$ cat config.mk
export PLATFORM = sky130hd
export DESIGN_NAME = hazard_ctrl_flat
export DESIGN_NICKNAME = d
export VERILOG_FILES = /design/src/rtl/hazard_pkg.sv /design/src/rtl/hazard_if.sv /design/src/rtl/hazard_perf_cnt.sv /design/src/rtl/hazard_ctrl.sv /design/src/flat_wrapper.sv
export SDC_FILE = /design/constraint.sdc
export NUM_CORES = 1
export LEC_CHECK = 0
export ABC_AREA = 1
export ABC_CLOCK_PERIOD_IN_PS = 1550
export BUFFER_PORTS_ARGS = -buffer_cell sky130_fd_sc_hd__clkbuf_2
export CAP_MARGIN = 20
export CORE_MARGIN = 4
export CORE_UTILIZATION = 40
export DETAILED_ROUTE_END_ITERATION = 10
export PLACE_DENSITY = 0.88
export SLEW_MARGIN = 30
export SYNTH_ARGS = -nofsm -noshare
export SYNTH_HDL_FRONTEND = slang
export SYNTH_SLANG_ARGS = --single-unit
export TNS_END_PERCENT = 50
$ cat constraint.sdc
create_clock -name clk -period 1.55 [get_ports clk]
set_input_delay 0.0775 -clock clk [delete_from_list [all_inputs] [get_ports clk]]
set_output_delay 0.0775 -clock clk [all_outputs]
set_load 0.05 [all_outputs]
$ cat src/rtl/hazard_pkg.sv
// hazard_pkg: shared types and defaults for the pipeline hazard controller.
// Holds the FSM state enum, default watchdog limit / counter width and the
// helper that sizes the watchdog counter from the timeout.
package hazard_pkg;

    localparam int MCU_TIMEOUT_DEF = 64;
    localparam int CNT_W_DEF       = 32;

    // Watchdog must count 0 .. MCU_TIMEOUT-1; never narrower than one bit.
    function automatic int wdog_width(input int timeout);
        return (timeout > 2) ? $clog2(timeout) : 1;
    endfunction

    localparam int WDOG_W_DEF = wdog_width(MCU_TIMEOUT_DEF);

    typedef enum logic {
        RUN      = 1'b0,
        MCU_WAIT = 1'b1
    } state_t;

    // A source operand conflicts only if it is actually read and matches rd.
    function automatic logic src_hit(input logic re, input logic [4:0] ra,
                                     input logic [4:0] wa);
        return re && (ra == wa);
    endfunction

endpackage

$ cat src/rtl/hazard_if.sv
// hazard_if: pipeline-side signals of the hazard controller.
// master = pipeline (drives decode/EX info, receives stalls/flushes),
// slave  = hazard_ctrl.
interface hazard_if
    import hazard_pkg::*;
#(
    parameter int CNT_W = CNT_W_DEF
) ();

    logic [4:0]       rf_ra0_id;
    logic [4:0]       rf_ra1_id;
    logic             rf_re0_id;
    logic             rf_re1_id;
    logic [4:0]       rf_wa_ex;
    logic             rf_we_ex;
    logic             mem_rd_ex;
    logic             br_taken_ex;
    logic             mcu_start_ex;
    logic             mcu_done;

    logic             stall_pc;
    logic             stall_if_id;
    logic             stall_id_ex;
    logic             flush_if_id;
    logic             flush_id_ex;
    logic             flush_ex_mem;
    logic             mcu_go;
    logic             mcu_err;
    logic [CNT_W-1:0] stall_cnt;
    logic [CNT_W-1:0] flush_cnt;

    modport master (
        output rf_ra0_id, rf_ra1_id, rf_re0_id, rf_re1_id,
        output rf_wa_ex, rf_we_ex, mem_rd_ex, br_taken_ex,
        output mcu_start_ex, mcu_done,
        input  stall_pc, stall_if_id, stall_id_ex,
        input  flush_if_id, flush_id_ex, flush_ex_mem,
        input  mcu_go, mcu_err, stall_cnt, flush_cnt
    );

    modport slave (
        input  rf_ra0_id, rf_ra1_id, rf_re0_id, rf_re1_id,
        input  rf_wa_ex, rf_we_ex, mem_rd_ex, br_taken_ex,
        input  mcu_start_ex, mcu_done,
        output stall_pc, stall_if_id, stall_id_ex,
        output flush_if_id, flush_id_ex, flush_ex_mem,
        output mcu_go, mcu_err, stall_cnt, flush_cnt
    );

endinterface

$ cat src/rtl/hazard_perf_cnt.sv
// hazard_perf_cnt: stall/flush cycle counters for the hazard controller.
// Only instantiated when HAZARD_PERF_EN is defined. Counters wrap naturally.
module hazard_perf_cnt
    import hazard_pkg::*;
#(
    parameter int CNT_W = CNT_W_DEF
) (
    input  logic             clk,
    input  logic             rst,
    input  logic             stall_any,
    input  logic             flush_any,
    output logic [CNT_W-1:0] stall_cnt,
    output logic [CNT_W-1:0] flush_cnt
);

    // Count every cycle in which any stall / any flush enable is asserted.
    always_ff @(posedge clk) begin
        if (rst) begin
            stall_cnt <= '0;
            flush_cnt <= '0;
        end else begin
            if (stall_any) stall_cnt <= stall_cnt + CNT_W'(1);
            if (flush_any) flush_cnt <= flush_cnt + CNT_W'(1);
        end
    end

endmodule

$ cat src/rtl/hazard_ctrl.sv
// hazard_ctrl: load-use / branch / multi-cycle-op hazard controller for the
// five-stage RV32 pipeline, with a watchdog on the multi-cycle unit.
// Optional feature macro: HAZARD_PERF_EN (stall/flush performance counters;
// when undefined the counter ports are tied to zero).
module hazard_ctrl
    import hazard_pkg::*;
#(
    parameter int MCU_TIMEOUT = MCU_TIMEOUT_DEF,
    parameter int CNT_W       = CNT_W_DEF
) (
    input  logic    clk,
    input  logic    rst,
    hazard_if.slave hz
);

    localparam int                WDOG_W    = wdog_width(MCU_TIMEOUT);
    localparam logic [WDOG_W-1:0] WDOG_LAST = WDOG_W'(MCU_TIMEOUT - 1);

    state_t            state;
    logic [WDOG_W-1:0] wdog;
    logic              mcu_err_q;
    logic              load_use;
    logic              wdog_expired;
    logic              stall_pc;
    logic              stall_if_id;
    logic              stall_id_ex;
    logic              flush_if_id;
    logic              flush_id_ex;
    logic              flush_ex_mem;
    logic              mcu_go;
    logic [CNT_W-1:0]  stall_cnt_q;
    logic [CNT_W-1:0]  flush_cnt_q;

    // Load in EX feeding a source read in ID; x0 is never a hazard source.
    always_comb begin
        load_use = hz.mem_rd_ex && hz.rf_we_ex && (hz.rf_wa_ex != 5'd0) &&
                   (src_hit(hz.rf_re0_id, hz.rf_ra0_id, hz.rf_wa_ex) ||
                    src_hit(hz.rf_re1_id, hz.rf_ra1_id, hz.rf_wa_ex));
        wdog_expired = (wdog == WDOG_LAST);
    end

    // Mealy stall/flush/start decode; a done or timeout cycle releases the freeze.
    always_comb begin
        stall_pc     = 1'b0;
        stall_if_id  = 1'b0;
        stall_id_ex  = 1'b0;
        flush_if_id  = 1'b0;
        flush_id_ex  = 1'b0;
        flush_ex_mem = 1'b0;
        mcu_go       = 1'b0;
        if (!rst) begin
            case (state)
                RUN: begin
                    if (hz.br_taken_ex) begin
                        flush_if_id = 1'b1;
                        flush_id_ex = 1'b1;
                    end else if (hz.mcu_start_ex) begin
                        mcu_go       = 1'b1;
                        stall_pc     = 1'b1;
                        stall_if_id  = 1'b1;
                        stall_id_ex  = 1'b1;
                        flush_ex_mem = 1'b1;
                    end else if (load_use) begin
                        stall_pc    = 1'b1;
                        stall_if_id = 1'b1;
                        flush_id_ex = 1'b1;
                    end
                end
                MCU_WAIT: begin
                    if (!hz.mcu_done && !wdog_expired) begin
                        stall_pc     = 1'b1;
                        stall_if_id  = 1'b1;
                        stall_id_ex  = 1'b1;
                        flush_ex_mem = 1'b1;
                    end
                end
                default: ;
            endcase
        end
    end

    // Sequencing FSM: RUN <-> MCU_WAIT, watchdog count and sticky error flag.
    always_ff @(posedge clk) begin
        if (rst) begin
            state     <= RUN;
            wdog      <= '0;
            mcu_err_q <= 1'b0;
        end else begin
            case (state)
                RUN: begin
                    if (!hz.br_taken_ex && hz.mcu_start_ex) begin
                        state <= MCU_WAIT;
                        wdog  <= '0;
                    end
                end
                MCU_WAIT: begin
                    if (hz.mcu_done) begin
                        state <= RUN;
                    end else if (wdog_expired) begin
                        state     <= RUN;
                        mcu_err_q <= 1'b1;
                    end else begin
                        wdog <= wdog + WDOG_W'(1);
                    end
                end
                default: state <= RUN;
            endcase
        end
    end

`ifdef HAZARD_PERF_EN
    logic stall_any;
    logic flush_any;

    // Aggregate enables feeding the performance counters.
    always_comb begin
        stall_any = stall_pc || stall_if_id || stall_id_ex;
        flush_any = flush_if_id || flush_id_ex || flush_ex_mem;
    end

    hazard_perf_cnt #(
        .CNT_W (CNT_W)
    ) u_perf (
        .clk       (clk),
        .rst       (rst),
        .stall_any (stall_any),
        .flush_any (flush_any),
        .stall_cnt (stall_cnt_q),
        .flush_cnt (flush_cnt_q)
    );
`else
    assign stall_cnt_q = '0;
    assign flush_cnt_q = '0;
`endif

    assign hz.stall_pc     = stall_pc;
    assign hz.stall_if_id  = stall_if_id;
    assign hz.stall_id_ex  = stall_id_ex;
    assign hz.flush_if_id  = flush_if_id;
    assign hz.flush_id_ex  = flush_id_ex;
    assign hz.flush_ex_mem = flush_ex_mem;
    assign hz.mcu_go       = mcu_go;
    assign hz.mcu_err      = mcu_err_q;
    assign hz.stall_cnt    = stall_cnt_q;
    assign hz.flush_cnt    = flush_cnt_q;

endmodule
$ cat src/flat_wrapper.sv
// flat-port wrapper written by rule: the top's interface ports become plain ports
module hazard_ctrl_flat import hazard_pkg::*;
#(
    parameter int MCU_TIMEOUT = MCU_TIMEOUT_DEF,
    parameter int CNT_W       = CNT_W_DEF
)
  (clk, rst, hz_rf_ra0_id, hz_rf_ra1_id, hz_rf_re0_id, hz_rf_re1_id, hz_rf_wa_ex, hz_rf_we_ex, hz_mem_rd_ex, hz_br_taken_ex, hz_mcu_start_ex, hz_mcu_done, hz_stall_pc, hz_stall_if_id, hz_stall_id_ex, hz_flush_if_id, hz_flush_id_ex, hz_flush_ex_mem, hz_mcu_go, hz_mcu_err, hz_stall_cnt, hz_flush_cnt);
  hazard_if #(.CNT_W(CNT_W)) hz_i ();
  input  logic clk;
  input  logic rst;
  input wire logic [$bits(hz_i.rf_ra0_id)-1:0] hz_rf_ra0_id;
  input wire logic [$bits(hz_i.rf_ra1_id)-1:0] hz_rf_ra1_id;
  input wire logic [$bits(hz_i.rf_re0_id)-1:0] hz_rf_re0_id;
  input wire logic [$bits(hz_i.rf_re1_id)-1:0] hz_rf_re1_id;
  input wire logic [$bits(hz_i.rf_wa_ex)-1:0] hz_rf_wa_ex;
  input wire logic [$bits(hz_i.rf_we_ex)-1:0] hz_rf_we_ex;
  input wire logic [$bits(hz_i.mem_rd_ex)-1:0] hz_mem_rd_ex;
  input wire logic [$bits(hz_i.br_taken_ex)-1:0] hz_br_taken_ex;
  input wire logic [$bits(hz_i.mcu_start_ex)-1:0] hz_mcu_start_ex;
  input wire logic [$bits(hz_i.mcu_done)-1:0] hz_mcu_done;
  output wire logic [$bits(hz_i.stall_pc)-1:0] hz_stall_pc;
  output wire logic [$bits(hz_i.stall_if_id)-1:0] hz_stall_if_id;
  output wire logic [$bits(hz_i.stall_id_ex)-1:0] hz_stall_id_ex;
  output wire logic [$bits(hz_i.flush_if_id)-1:0] hz_flush_if_id;
  output wire logic [$bits(hz_i.flush_id_ex)-1:0] hz_flush_id_ex;
  output wire logic [$bits(hz_i.flush_ex_mem)-1:0] hz_flush_ex_mem;
  output wire logic [$bits(hz_i.mcu_go)-1:0] hz_mcu_go;
  output wire logic [$bits(hz_i.mcu_err)-1:0] hz_mcu_err;
  output wire logic [$bits(hz_i.stall_cnt)-1:0] hz_stall_cnt;
  output wire logic [$bits(hz_i.flush_cnt)-1:0] hz_flush_cnt;
  assign hz_i.rf_ra0_id = hz_rf_ra0_id;
  assign hz_i.rf_ra1_id = hz_rf_ra1_id;
  assign hz_i.rf_re0_id = hz_rf_re0_id;
  assign hz_i.rf_re1_id = hz_rf_re1_id;
  assign hz_i.rf_wa_ex = hz_rf_wa_ex;
  assign hz_i.rf_we_ex = hz_rf_we_ex;
  assign hz_i.mem_rd_ex = hz_mem_rd_ex;
  assign hz_i.br_taken_ex = hz_br_taken_ex;
  assign hz_i.mcu_start_ex = hz_mcu_start_ex;
  assign hz_i.mcu_done = hz_mcu_done;
  assign hz_stall_pc = hz_i.stall_pc;
  assign hz_stall_if_id = hz_i.stall_if_id;
  assign hz_stall_id_ex = hz_i.stall_id_ex;
  assign hz_flush_if_id = hz_i.flush_if_id;
  assign hz_flush_id_ex = hz_i.flush_id_ex;
  assign hz_flush_ex_mem = hz_i.flush_ex_mem;
  assign hz_mcu_go = hz_i.mcu_go;
  assign hz_mcu_err = hz_i.mcu_err;
  assign hz_stall_cnt = hz_i.stall_cnt;
  assign hz_flush_cnt = hz_i.flush_cnt;
  hazard_ctrl #(.MCU_TIMEOUT(MCU_TIMEOUT), .CNT_W(CNT_W)) u_core (.clk(clk), .rst(rst), .hz(hz_i));
endmodule
; After elaboration in Yosys (flattened, before gate mapping)
; Index checks and enable logic that the tools add are counted.
[totals]
ff_bits = 8
in_bits = 24
out_inout_bits = 72
word_cells = 53
[classes]
addsub = 1
eq_ne = 6
n_mux = 27
n_bitwise = 2
n_reduce_logical = 14
[op_table]
columns = op, n
row1 = $mux W1, 20
row2 = $mux W6, 3
row3 = $pmux W6 S2, 1
row4 = $eq A5 B5 Y1, 2
row5 = $logic_and A1 B1 Y1, 7
row6 = $add A6 B1 Y6 const B, 1
row7 = $eq A6 B6 Y1 const B, 1
row8 = $pmux W1 S2, 3
row9 = $reduce_and A3 Y1, 2
row10 = $reduce_bool A5 Y1, 1
row11 = $ne A2 B2 Y1 const B, 2
row12 = $logic_not A1 Y1, 3
row13 = $ne A2 B1 Y1 const B, 1
row14 = $not A1 Y1, 2
row15 = $logic_or A1 B1 Y1, 1

; Logic depth before layout (Yosys ltp)
; Gate-level depths: netlist of run 1.
[logic_depth]
depth_word = 9
depth_mapped = 10
depth_no_buf = 10

; Least setup slack after synthesis of run 1
; Ideal clock, no wire load.
[synth_timing]
kind = flip-flop to output port
from = register u_core.wdog[0]
to = output port hz_stall_pc
arrival_ps = 1675
t_required_ps = 1472
slack_ps = -202
stages_incl_launch_ff = 10
n_path_buf = 1
path_cell_list = dfxtp_1 > ha_1 > nand2_1 > inv_1 > nand2_2 > nand2_4 > nand2_4 > nand2_1 > nand2_1 > buf_4
[synth_between]
elab_chain_cells = 6
[synth_lines]
columns = element, line_no
row1 = start: declaration, hazard_ctrl.sv:20  ; logic [WDOG_W-1:0] wdog;
row2 = start signal: assignment, hazard_ctrl.sv:103  ; wdog <= wdog + WDOG_W'(1);
row3 = $eq A6 B6 Y1, hazard_ctrl.sv:39  ; wdog_expired = (wdog == WDOG_LAST);
row4 = $logic_not A1 Y1, hazard_ctrl.sv:70  ; if (!hz.mcu_done && !wdog_expired) begin
row5 = $logic_and A1 B1 Y1, hazard_ctrl.sv:70
row6 = $mux W1, -
row7 = $pmux W1 S2, -
row8 = $mux W1, -
row9 = end: declaration, flat_wrapper.sv:21  ; output wire logic [$bits(hz_i.stall_pc)-1:0] hz_stall_pc;
; No other way between the ends.

; Worst setup path after layout of run 1
[layout_timing]
from = register u_core.wdog[0]
to = output port hz_flush_ex_mem
[layout_between]
elab_chain_cells = 6
[layout_lines]
columns = element, line_no
row1 = $eq A6 B6 Y1, hazard_ctrl.sv:39
row2 = $logic_not A1 Y1, hazard_ctrl.sv:70
row3 = $logic_and A1 B1 Y1, hazard_ctrl.sv:70
row4 = $mux W1, hazard_ctrl.sv:70
row5 = $pmux W1 S2, hazard_ctrl.sv:52  ; case (state)
row6 = $mux W1, hazard_ctrl.sv:51  ; if (!rst) begin
row7 = end: declaration, flat_wrapper.sv:26  ; output wire logic [$bits(hz_i.flush_ex_mem)-1:0] hz_flush_ex_mem;
; No other way between the ends.

==> results of run 1 <==
[timing repair]
action                                  in CTS  in global routing
resized for setup                           19                  2
hold endpoints to repair                     0                  0
endpoints found under the setup margin       4                  4
pin swaps                                    2                  1
buffers inserted                             3                  3
cloned                                       0                  0
[critical path: cells and delay by family (launching register included)]
family | cells | cell delay, ns
fa+ha+maj | 1 | 0.15
flops | 1 | 0.36
simple gates | 5 | 0.33
buf+inv | 3 | 0.36
[power by group through the flow]
stage | Clock, mW | Combinational [mW] | Sequential (mW)
2_1_floorplan | 0 | 0.579 | 0.216
3_5_place_dp | 0 | 0.509 | 0.215
5_1_grt | 0.182 | 0.571 | 0.210
3_3_place_gp | 0 | 0.506 | 0.215
4_1_cts | 0.166 | 0.533 | 0.210
6_report | 0.157 | 0.545 | 0.210
[logic make-up after synthesis]
group | Yosys count | share of synthesized area (%)
xor+xnor | 3 | 2.19
simple gates | 77 | 28.9
compound gates | 9 | 5.42
fa+ha+maj | 1 | 1.04
buf+inv | 89 | 48.9
flops | 8 | 13.3
other cells | 1 | 0.312
[per-stage QoR]
step	instances	worst slack (ns)
floorplan	251	-0.0899
global placement	248	0.152
detailed placement	248	0.0913
CTS	254	0.00202
global route	257	-0.0610
finish	257	0.00642
[how the worst min path moves through the flow]
stage | startpoint | end | slack (ns) | cells past startpoint
6_report | rst | u_core.wdog[3] | 0.10 | 2
5_1_grt | rst | u_core.wdog[3] | 0.13 | 2
4_1_cts | rst | u_core.wdog[3] | 0.09 | 2
3_5_place_dp | rst | u_core.wdog[3] | 0.38 | 2
3_3_place_gp | rst | u_core.wdog[3] | 0.38 | 2
2_1_floorplan | hz_mcu_done | u_core.wdog[1] | 0.28 | 3
[layout make-up]
class                      count  area (um^2)  share of cell area (%)
clock buffer                   3         22.5                    1.70
inverter                      22         91.3                    6.89
timing repair buffer          39          284                    21.4
multi-input combinational    154          723                    54.5
tap                           31         38.8                    2.92
sequential                     8          166                    12.5
[flip-flops by register name (all words and copies together) (netlist names)]
signal	count
u_core.hz.mcu_err	1
u_core.state	1
u_core.wdog	6
[routing by layer]
metal	global-route usage (%)	vias to the layer above	wire, um	share of wire (%)
met5	0	-	0	0
met4	4.41	0	30	1.3
met3	3.42	4	262	12
met2	19.8	62	1180	52
met1	10.8	417	789	35
li1	-	519	-	-
[placed cells by master, fill, tap and decap left out, types with 3 or more instances in the layout]
master     count
clkbuf_2      27
inv_1         18
nand3_1       11
clkbuf_16      3
nand2_4        4
nor2_1        22
dfxtp_1        5
clkbuf_4       3
a21oi_1        3
buf_4          8
xor2_1         3
nand2_1       32
conb_1        64
==> impl_metrics.env, run 1 <==
export IMPL_whs_ns=0.103
export IMPL_drtAntennaViolNets=0
export IMPL_path_clk_slew_ns=0.06
export IMPL_synthDominantCellAreaShare_pct=41.3
export IMPL_power_share_clock_pct=17.3
export IMPL_required_ns=1.47
export IMPL_gp_congestion=0.846
export IMPL_hold_viol_final=0
export IMPL_r2r_cells=12
export IMPL_synthTopCellsByCount="buf_4 (66), nand2_1 (35), nor2_1 (23)"
export IMPL_drt_iter0_markers=9
export IMPL_syn_area_um2=1200
export IMPL_row_count=19
export IMPL_die_x_um=62.8
export IMPL_core_um2=2810
export IMPL_max_cap_violations=0
export IMPL_insertion_delay_ns=0.26
export IMPL_fmax_mhz=648
export IMPL_switching_power_mw=0.531
export IMPL_drive_above_1_share_pct=27.9
export IMPL_period_minus_slack_ns=1.54
export IMPL_antenna_found_initial=0
export IMPL_slowest_stage="dfxtp_2"
export IMPL_p_int_mw=0.382
export IMPL_synth_cells=188
export IMPL_synth_warnings=0
export IMPL_grt_usage_pct=10.7
export IMPL_rsz0062_at_grt="yes"
export IMPL_swShare_pct=58.2
export IMPL_wl_per_cell_um=8.79
export IMPL_ys_ff_latch=8
export IMPL_setup_violations=0
export IMPL_grt_ovfl_total=0
export IMPL_avgSynthCellArea_um2=6.39
export IMPL_synth_most_common_cell="buf_4"
export IMPL_clock_path_buffers=2
export IMPL_finalSetupTns_ns=0
export IMPL_first_global_vias=820
export IMPL_finalNetCount=253
export IMPL_max_vdd_ir_drop_mv=0.413
export IMPL_start_kind="flip-flop"
export IMPL_setup_worst_path_start="u_core.wdog[0]"
export IMPL_antennaDiodeCount=0
export IMPL_seqPwrFrac_pct=23.1
export IMPL_totalWireLength_um=2260
export IMPL_final_area_um2=1330
export IMPL_cts_root_buf="clkbuf_4"
export IMPL_ys_flop_type="dfxtp_1"
export IMPL_rr_startpoint="u_core.wdog[0]"
export IMPL_crit_path_end_kind="primary output"
export IMPL_combPwrFrac_pct=59.7
export IMPL_power_mw=0.912
export IMPL_grt_max_degree=9
export IMPL_cts_sinks=8
export IMPL_hold_class="input pin to flip-flop"
export IMPL_io_pins=96
export IMPL_status="finished, final reports clean"
export IMPL_crit_chain="ha_4 -> nand2_2 -> inv_2 -> nand2_2 -> nand2_4 -> nand2_4 -> nand2_4 -> clkinvlp_4 -> clkbuf_16"
export IMPL_cp_slowest_stage_delay_ns=0.36
export IMPL_hold_buffers=0
export IMPL_yosysTopAreaCell="buf_4"
export IMPL_power_density_nw_per_um2=688
export IMPL_cpMostUsedCell="nand2_4"
export IMPL_yosysSeqAreaShare_pct=13.3
export IMPL_h_tree_depth=1
export IMPL_timing_final_crit_share_pct=99.6
export IMPL_worstReg2RegEnd="u_core.wdog[5]"
export IMPL_p_leak_nw=0.778
export IMPL_grt_first_pass_wirelength_um=3410
export IMPL_synth_edf_count=0
export IMPL_drt_pass1_iterations=4
export IMPL_cts_tree="done"
export IMPL_place_area_um2=1160
export IMPL_synthTopCellsByArea="buf_4 (41%), dfxtp_1 (13%), nand2_1 (11%)"
export IMPL_hpwl_um=1950
export IMPL_ys_async_sr_fraction_pct=0
export IMPL_path_class="flip-flop to primary output"
export IMPL_die_h_um=62.8
export IMPL_cp_arrival_ns=1.47
export IMPL_skew_ns=0.0126
export IMPL_area_growth_pct=10.4
export IMPL_endpoint="hz_flush_ex_mem"
export IMPL_die_area_um2=3940
export IMPL_fin_util_pct=47.3
export IMPL_drc_errors=0
export IMPL_io_buffers=31
export IMPL_cp_max_fo=3
export IMPL_reg2reg_slack_ns=0.12
export IMPL_ys_types=24
export IMPL_slew_violations=0
export IMPL_start_util_pct=42.8
export IMPL_via_count=1002
export IMPL_cts_made_buffers=3
export IMPL_fillers=296
export IMPL_viasPerCell=3.90
Note: power is estimated with default switching activity, not from simulation.
==> run 2, diff against run 1 <==
--- a/config.mk
+++ b/config.mk
@@ -12,7 +12,7 @@
 export CORE_MARGIN = 4
 export CORE_UTILIZATION = 40
 export DETAILED_ROUTE_END_ITERATION = 10
-export PLACE_DENSITY = 0.88
+export PLACE_DENSITY_LB_ADDON = 0.3
 export SLEW_MARGIN = 30
 export SYNTH_ARGS = -nofsm -noshare
 export SYNTH_HDL_FRONTEND = slang
==> run 2 against run 1 <==
Against the previous run:
- cell area down 1.1%
- count of clock-buffer cells in the layout unchanged
- sequential cell count unchanged
- wire length down 0.80%
- global-route usage shrank 0.57 points
- setup slack better by 0.0059 ns
- largest power group unchanged
==> impl_metrics.env, run 2 (synthesis results as in run 1) <==
export IMPL_die_h_um=62.8
export IMPL_setup_worst_path_start="u_core.wdog[1]"
export IMPL_met1_usage_pct=11.0
export IMPL_drc_errors=0
export IMPL_path_class="flip-flop to primary output"
export IMPL_antenna_found_initial=0
export IMPL_final_cell_mix="conb_1 (64), nand2_1 (31), clkbuf_2 (27), nor2_1 (22), inv_1 (18)"
export IMPL_combPwrFrac_pct=59.0
export IMPL_drt_pass1_iterations=4
export IMPL_layout_commonest_cell="conb_1"
export IMPL_die_x_um=62.8
export IMPL_cts_tree="done"
export IMPL_instances_no_fill=256
export IMPL_first_global_vias=784
export IMPL_rsz0062_at_grt="yes"
export IMPL_power_density_nw_per_um2=687
export IMPL_area_growth_pct=9.17
export IMPL_fillers=290
export IMPL_grt_util_met2_pct=18.0
export IMPL_grt_busiest_layer="met2"
export IMPL_finalSetupTns_ns=0
export IMPL_crit_path_end_kind="primary output"
export IMPL_max_cap_violations=0
export IMPL_slowest_stage="dfxtp_2"
export IMPL_slew_violations=0
export IMPL_power_share_clock_pct=17.7
export IMPL_rr_startpoint="u_core.wdog[1]"
export IMPL_path_clk_slew_ns=0.05
export IMPL_grt_first_pass_wirelength_um=3210
export IMPL_h_tree_depth=1
export IMPL_grt_usage_pct=10.1
export IMPL_insertion_delay_ns=0.25
export IMPL_seqPwrFrac_pct=23.3
export IMPL_p_leak_nw=0.787
export IMPL_drt_iter0_markers=19
export IMPL_via_count=990
export IMPL_cp_max_fo=3
export IMPL_cpMostUsedCell="nand2_4"
export IMPL_hold_viol_final=0
export IMPL_finalNetCount=252
export IMPL_setup_violations=0
export IMPL_io_pins=96
export IMPL_start_util_pct=42.8
export IMPL_pre_cts_ws_ns=0.110
export IMPL_seq_area_um2=168
export IMPL_timing_final_crit_share_pct=99.2
export IMPL_cts_root_buf="clkbuf_4"
export IMPL_crit_chain="ha_4 -> nand2_2 -> inv_2 -> nand2_4 -> nand2_4 -> nand2_4 -> nand2_4 -> clkinvlp_4 -> clkbuf_16"
export IMPL_hold_start="rst"
export IMPL_power_mw=0.901
export IMPL_hpwl_um=1930
export IMPL_required_ns=1.47
export IMPL_largest_reg_flops=6
export IMPL_met3_usage_pct=1.44
export IMPL_max_vdd_ir_drop_mv=0.266
export IMPL_io_buffers=31
export IMPL_cts_sinks=8
export IMPL_grt_ovfl_total=0
export IMPL_viasPerCell=3.87
export IMPL_drtAntennaViolNets=0
export IMPL_start_kind="flip-flop"
export IMPL_p_int_mw=0.371
export IMPL_cp_slowest_stage_delay_ns=0.35
export IMPL_core_um2=2810
export IMPL_multi_input_area_um2=726
export IMPL_totalWireLength_um=2240
export IMPL_wl_per_cell_um=8.76
export IMPL_skew_ns=0.000448
export IMPL_fin_ws_ns=0.0123
export IMPL_place_area_um2=1160
export IMPL_switching_power_mw=0.530
export IMPL_status="finished, final reports clean"
export IMPL_cts_made_buffers=3
export IMPL_hold_class="input pin to flip-flop"
export IMPL_place_inst=248
export IMPL_top_register="u_core.wdog"
export IMPL_drive_above_1_share_pct=28.4
export IMPL_antennaDiodeCount=0
export IMPL_gp_congestion=0.887
export IMPL_final_area_um2=1310
export IMPL_die_area_um2=3940
export IMPL_period_minus_slack_ns=1.54
export IMPL_row_count=19
export IMPL_hold_buffers=0
export IMPL_grt_max_degree=9
export IMPL_cp_arrival_ns=1.46
export IMPL_clock_path_buffers=2
export IMPL_swShare_pct=58.8
export IMPL_fmax_mhz=650
[run 2: changes by cell type in the layout (fill, tap and decap cells not counted), sizes merged]
cell	delta
buf	-1
[run 2: final timing paths]
check / to / slack [ns] / cells past startpoint
worst max register to register: u_core.wdog[5] / 0.23 / 11
worst max-delay path: hz_stall_id_ex / 0.01 / 9
worst min register to register: u_core.hz.mcu_err / 0.47 / 1
worst min-delay path: u_core.wdog[3] / 0.11 / 2
[run 2: layer usage]
| layer | part of all wire, % | up-vias |
|---|---|---|
| met5 | 0 | - |
| met2 | 49 | 61 |
| met4 | 0.94 | 0 |
| li1 | - | 517 |
| met1 | 38 | 410 |
| met3 | 12 | 2 |
[run 2: worst max-delay path, delay by kind of cell (launching register included)]
family,cells,cell delay (ns)
DFF,1,0.35
adders and majority gates,1,0.15
buffers and inverters,3,0.36
and+or+nand+nor,5,0.33
[run 2: layout make-up]
class	instances	share of cell area (%)
clock buffer	3	1.72
inverter	22	6.97
multi-input combinational	154	55.3
sequential	8	12.8
tap	31	2.96
timing repair buffer	38	20.2
[run 2: power groups by stage]
stage	Clock [mW]	Combinational, mW	Sequential [mW]
floorplan	0	0.579	0.216
global placement	0	0.509	0.215
detailed placement	0	0.509	0.215
CTS	0.170	0.528	0.211
global route	0.182	0.559	0.210
finish	0.160	0.531	0.210
[run 2: stage by stage]
stage / hold WS [ns] / utilization [%]
after floorplan: 0.280 / -
after global placement: 0.379 / 41.3
after detailed placement: 0.382 / 41.3
after CTS: 0.108 / 45.4
after global routing: 0.109 / 46.7
final: 0.110 / 46.7
[run 2: timing repair]
item	4_1_cts	5_1_grt
gates resized for setup	15	7
buffers inserted	2	3
pin swaps	1	3
endpoints found under the setup margin	4	4
==> run 3, diff against run 2 <==
--- a/config.mk
+++ b/config.mk
@@ -12,7 +12,7 @@
 export CORE_MARGIN = 4
 export CORE_UTILIZATION = 40
 export DETAILED_ROUTE_END_ITERATION = 10
-export PLACE_DENSITY_LB_ADDON = 0.3
+export PLACE_DENSITY_LB_ADDON = 0.08
 export SLEW_MARGIN = 30
 export SYNTH_ARGS = -nofsm -noshare
 export SYNTH_HDL_FRONTEND = slang
==> run 3 against run 2 <==
Against the previous run:
- setup slack got worse by 0.0068 ns
- critical endpoint is now hz_flush_ex_mem
- register-to-register slack about the same
- clock skew increased by 0.0049 ns
- sequential share of layout area decreased by 0.38 points
- non-clock buffer count grew 4
- fmax decreased by 0.44%
- critical path type unchanged
- via count is 4.9% higher
==> impl_metrics.env, run 3 (synthesis results as in run 1) <==
export IMPL_slew_violations=0
export IMPL_crit_path_end_kind="primary output"
export IMPL_clock_path_buffers=2
export IMPL_fin_util_pct=48.9
export IMPL_whs_endpoint="u_core.wdog[3]"
export IMPL_drtAntennaViolNets=0
export IMPL_max_vdd_ir_drop_mv=0.348
export IMPL_die_area_um2=3940
export IMPL_fin_ws_ns=0.00547
export IMPL_cts_sinks=8
export IMPL_grt_ovfl_total=0
export IMPL_place_inst=248
export IMPL_setup_violations=0
export IMPL_io_pins=96
export IMPL_hold_start="rst"
export IMPL_combPwrFrac_pct=58.9
export IMPL_rr_startpoint="u_core.wdog[1]"
export IMPL_period_minus_slack_ns=1.54
export IMPL_hold_viol_final=0
export IMPL_fmax_mhz=647
export IMPL_met1_usage_pct=12.3
export IMPL_grt_util_met2_pct=19.6
export IMPL_seqPwrFrac_pct=22.5
export IMPL_skew_ns=0.00536
export IMPL_status="finished, final reports clean"
export IMPL_multi_input_area_um2=731
export IMPL_via_count=1039
export IMPL_fillers=299
export IMPL_layout_commonest_cell="conb_1"
export IMPL_antennaDiodeCount=0
export IMPL_switching_power_mw=0.544
export IMPL_cp_arrival_ns=1.47
export IMPL_p_leak_nw=0.817
export IMPL_start_util_pct=42.8
export IMPL_row_count=19
export IMPL_largest_reg_flops=6
export IMPL_final_cell_mix="conb_1 (64), nand2_1 (31), clkbuf_2 (27), nor2_1 (22), inv_1 (18)"
export IMPL_worstReg2RegEnd="u_core.wdog[5]"
export IMPL_reg2reg_slack_ns=0.22
export IMPL_drc_errors=0
export IMPL_area_growth_pct=14.2
export IMPL_path_clk_slew_ns=0.06
export IMPL_power_share_clock_pct=18.5
export IMPL_grt_usage_pct=10.8
export IMPL_met3_usage_pct=3.24
export IMPL_path_class="flip-flop to primary output"
export IMPL_drt_pass1_iterations=2
export IMPL_min_path_cells=2
export IMPL_die_h_um=62.8
export IMPL_h_tree_depth=1
export IMPL_p_int_mw=0.379
export IMPL_start_kind="flip-flop"
export IMPL_drive_above_1_share_pct=29.7
export IMPL_cts_made_buffers=3
export IMPL_totalWireLength_um=2460
export IMPL_power_mw=0.923
export IMPL_cts_root_buf="clkbuf_4"
export IMPL_required_ns=1.47
export IMPL_hpwl_um=1940
export IMPL_cp_max_fo=3
export IMPL_seq_area_um2=170
export IMPL_cts_tree="done"
export IMPL_first_global_vias=838
export IMPL_r2r_cells=11
export IMPL_hold_buffers=0
export IMPL_timing_final_crit_share_pct=99.6
export IMPL_power_density_nw_per_um2=673
export IMPL_swShare_pct=58.9
export IMPL_instances_no_fill=260
export IMPL_drt_iter0_markers=22
export IMPL_grt_first_pass_wirelength_um=3460
export IMPL_hold_class="input pin to flip-flop"
export IMPL_die_x_um=62.8
export IMPL_max_cap_violations=0
export IMPL_core_um2=2810
export IMPL_gp_congestion=0.844
export IMPL_insertion_delay_ns=0.26
export IMPL_rsz0062_at_grt="yes"
export IMPL_top_register="u_core.wdog"
export IMPL_wl_per_cell_um=9.44
export IMPL_viasPerCell=4.00
export IMPL_pre_cts_ws_ns=0.0990
export IMPL_grt_busiest_layer="met2"
export IMPL_antenna_found_initial=0
export IMPL_grt_max_degree=9
export IMPL_finalNetCount=256
export IMPL_io_buffers=31
run 3: cell types whose count changed in the layout (fill, tap and decap cells not counted):
cell       delta
nand2_2       -1
dfxtp_4       +1
clkbuf_8      -2
dfxtp_2       -1
clkbuf_16     +2
buf_4         +4
nand2_4       +1
run 3: metal layers:
layer  part of all wire (%)  vias up
li1                       -      527
met1                     41      445
met2                     47       65
met3                     11        2
met4                   0.41        0
met5                      0        -
run 3: power by group through the flow:
stage / Clock (mW) / Combinational [mW] / Sequential, mW
CTS: 0.175 / 0.539 / 0.210
detailed placement: 0 / 0.510 / 0.215
global placement: 0 / 0.509 / 0.215
global route: 0.182 / 0.572 / 0.208
floorplan: 0 / 0.579 / 0.216
finish: 0.171 / 0.544 / 0.208
run 3: worst max-delay path, stage by stage, from the launching register on:
cell and delay, ns:
dfxtp_2 0.35, ha_4 0.14, nand2_2 0.06, inv_2 0.08, nand2_4 0.06, nand2_4 0.08
nand2_4 0.05, nand2_4 0.09, clkinvlp_4 0.12, clkbuf_16 0.18
run 3: worst max-delay path by stage:
stage,start,slack [ns],end,cells past startpoint
after floorplan,u_core.wdog[0],-0.09,hz_stall_id_ex,9
after global placement,u_core.wdog[1],0.15,hz_stall_if_id,9
after detailed placement,u_core.wdog[1],0.1,hz_stall_id_ex,9
after CTS,u_core.wdog[1],0.01,hz_stall_id_ex,9
after global routing,u_core.wdog[0],-0.09,hz_stall_id_ex,9
final,u_core.wdog[0],0.005,hz_flush_ex_mem,9
run 3: layout make-up:
class / instances / share of cell area [%]
Multi-Input combinational cell: 154 / 53.3
Timing Repair Buffer: 42 / 23.2
Sequential cell: 8 / 12.4
Inverter: 22 / 6.66
Tap cell: 31 / 2.83
Clock buffer: 3 / 1.64
run 3: what timing repair did:
action,4_1_cts,5_1_grt
setup endpoints to repair,4,4
resized for setup,20,6
buffers inserted,4,5
pin swaps,2,3
run 3: through the flow:
step / instance area, um^2 / TNS, ns / hold WS (ns)
6_report: 1370 / 0 / 0.101
3_5_place_dp: 1160 / 0 / 0.382
4_1_cts: 1320 / 0 / 0.0992
2_1_floorplan: 1460 / -0.140 / 0.280
5_1_grt: 1370 / -0.201 / 0.113
3_3_place_gp: 1160 / 0 / 0.380
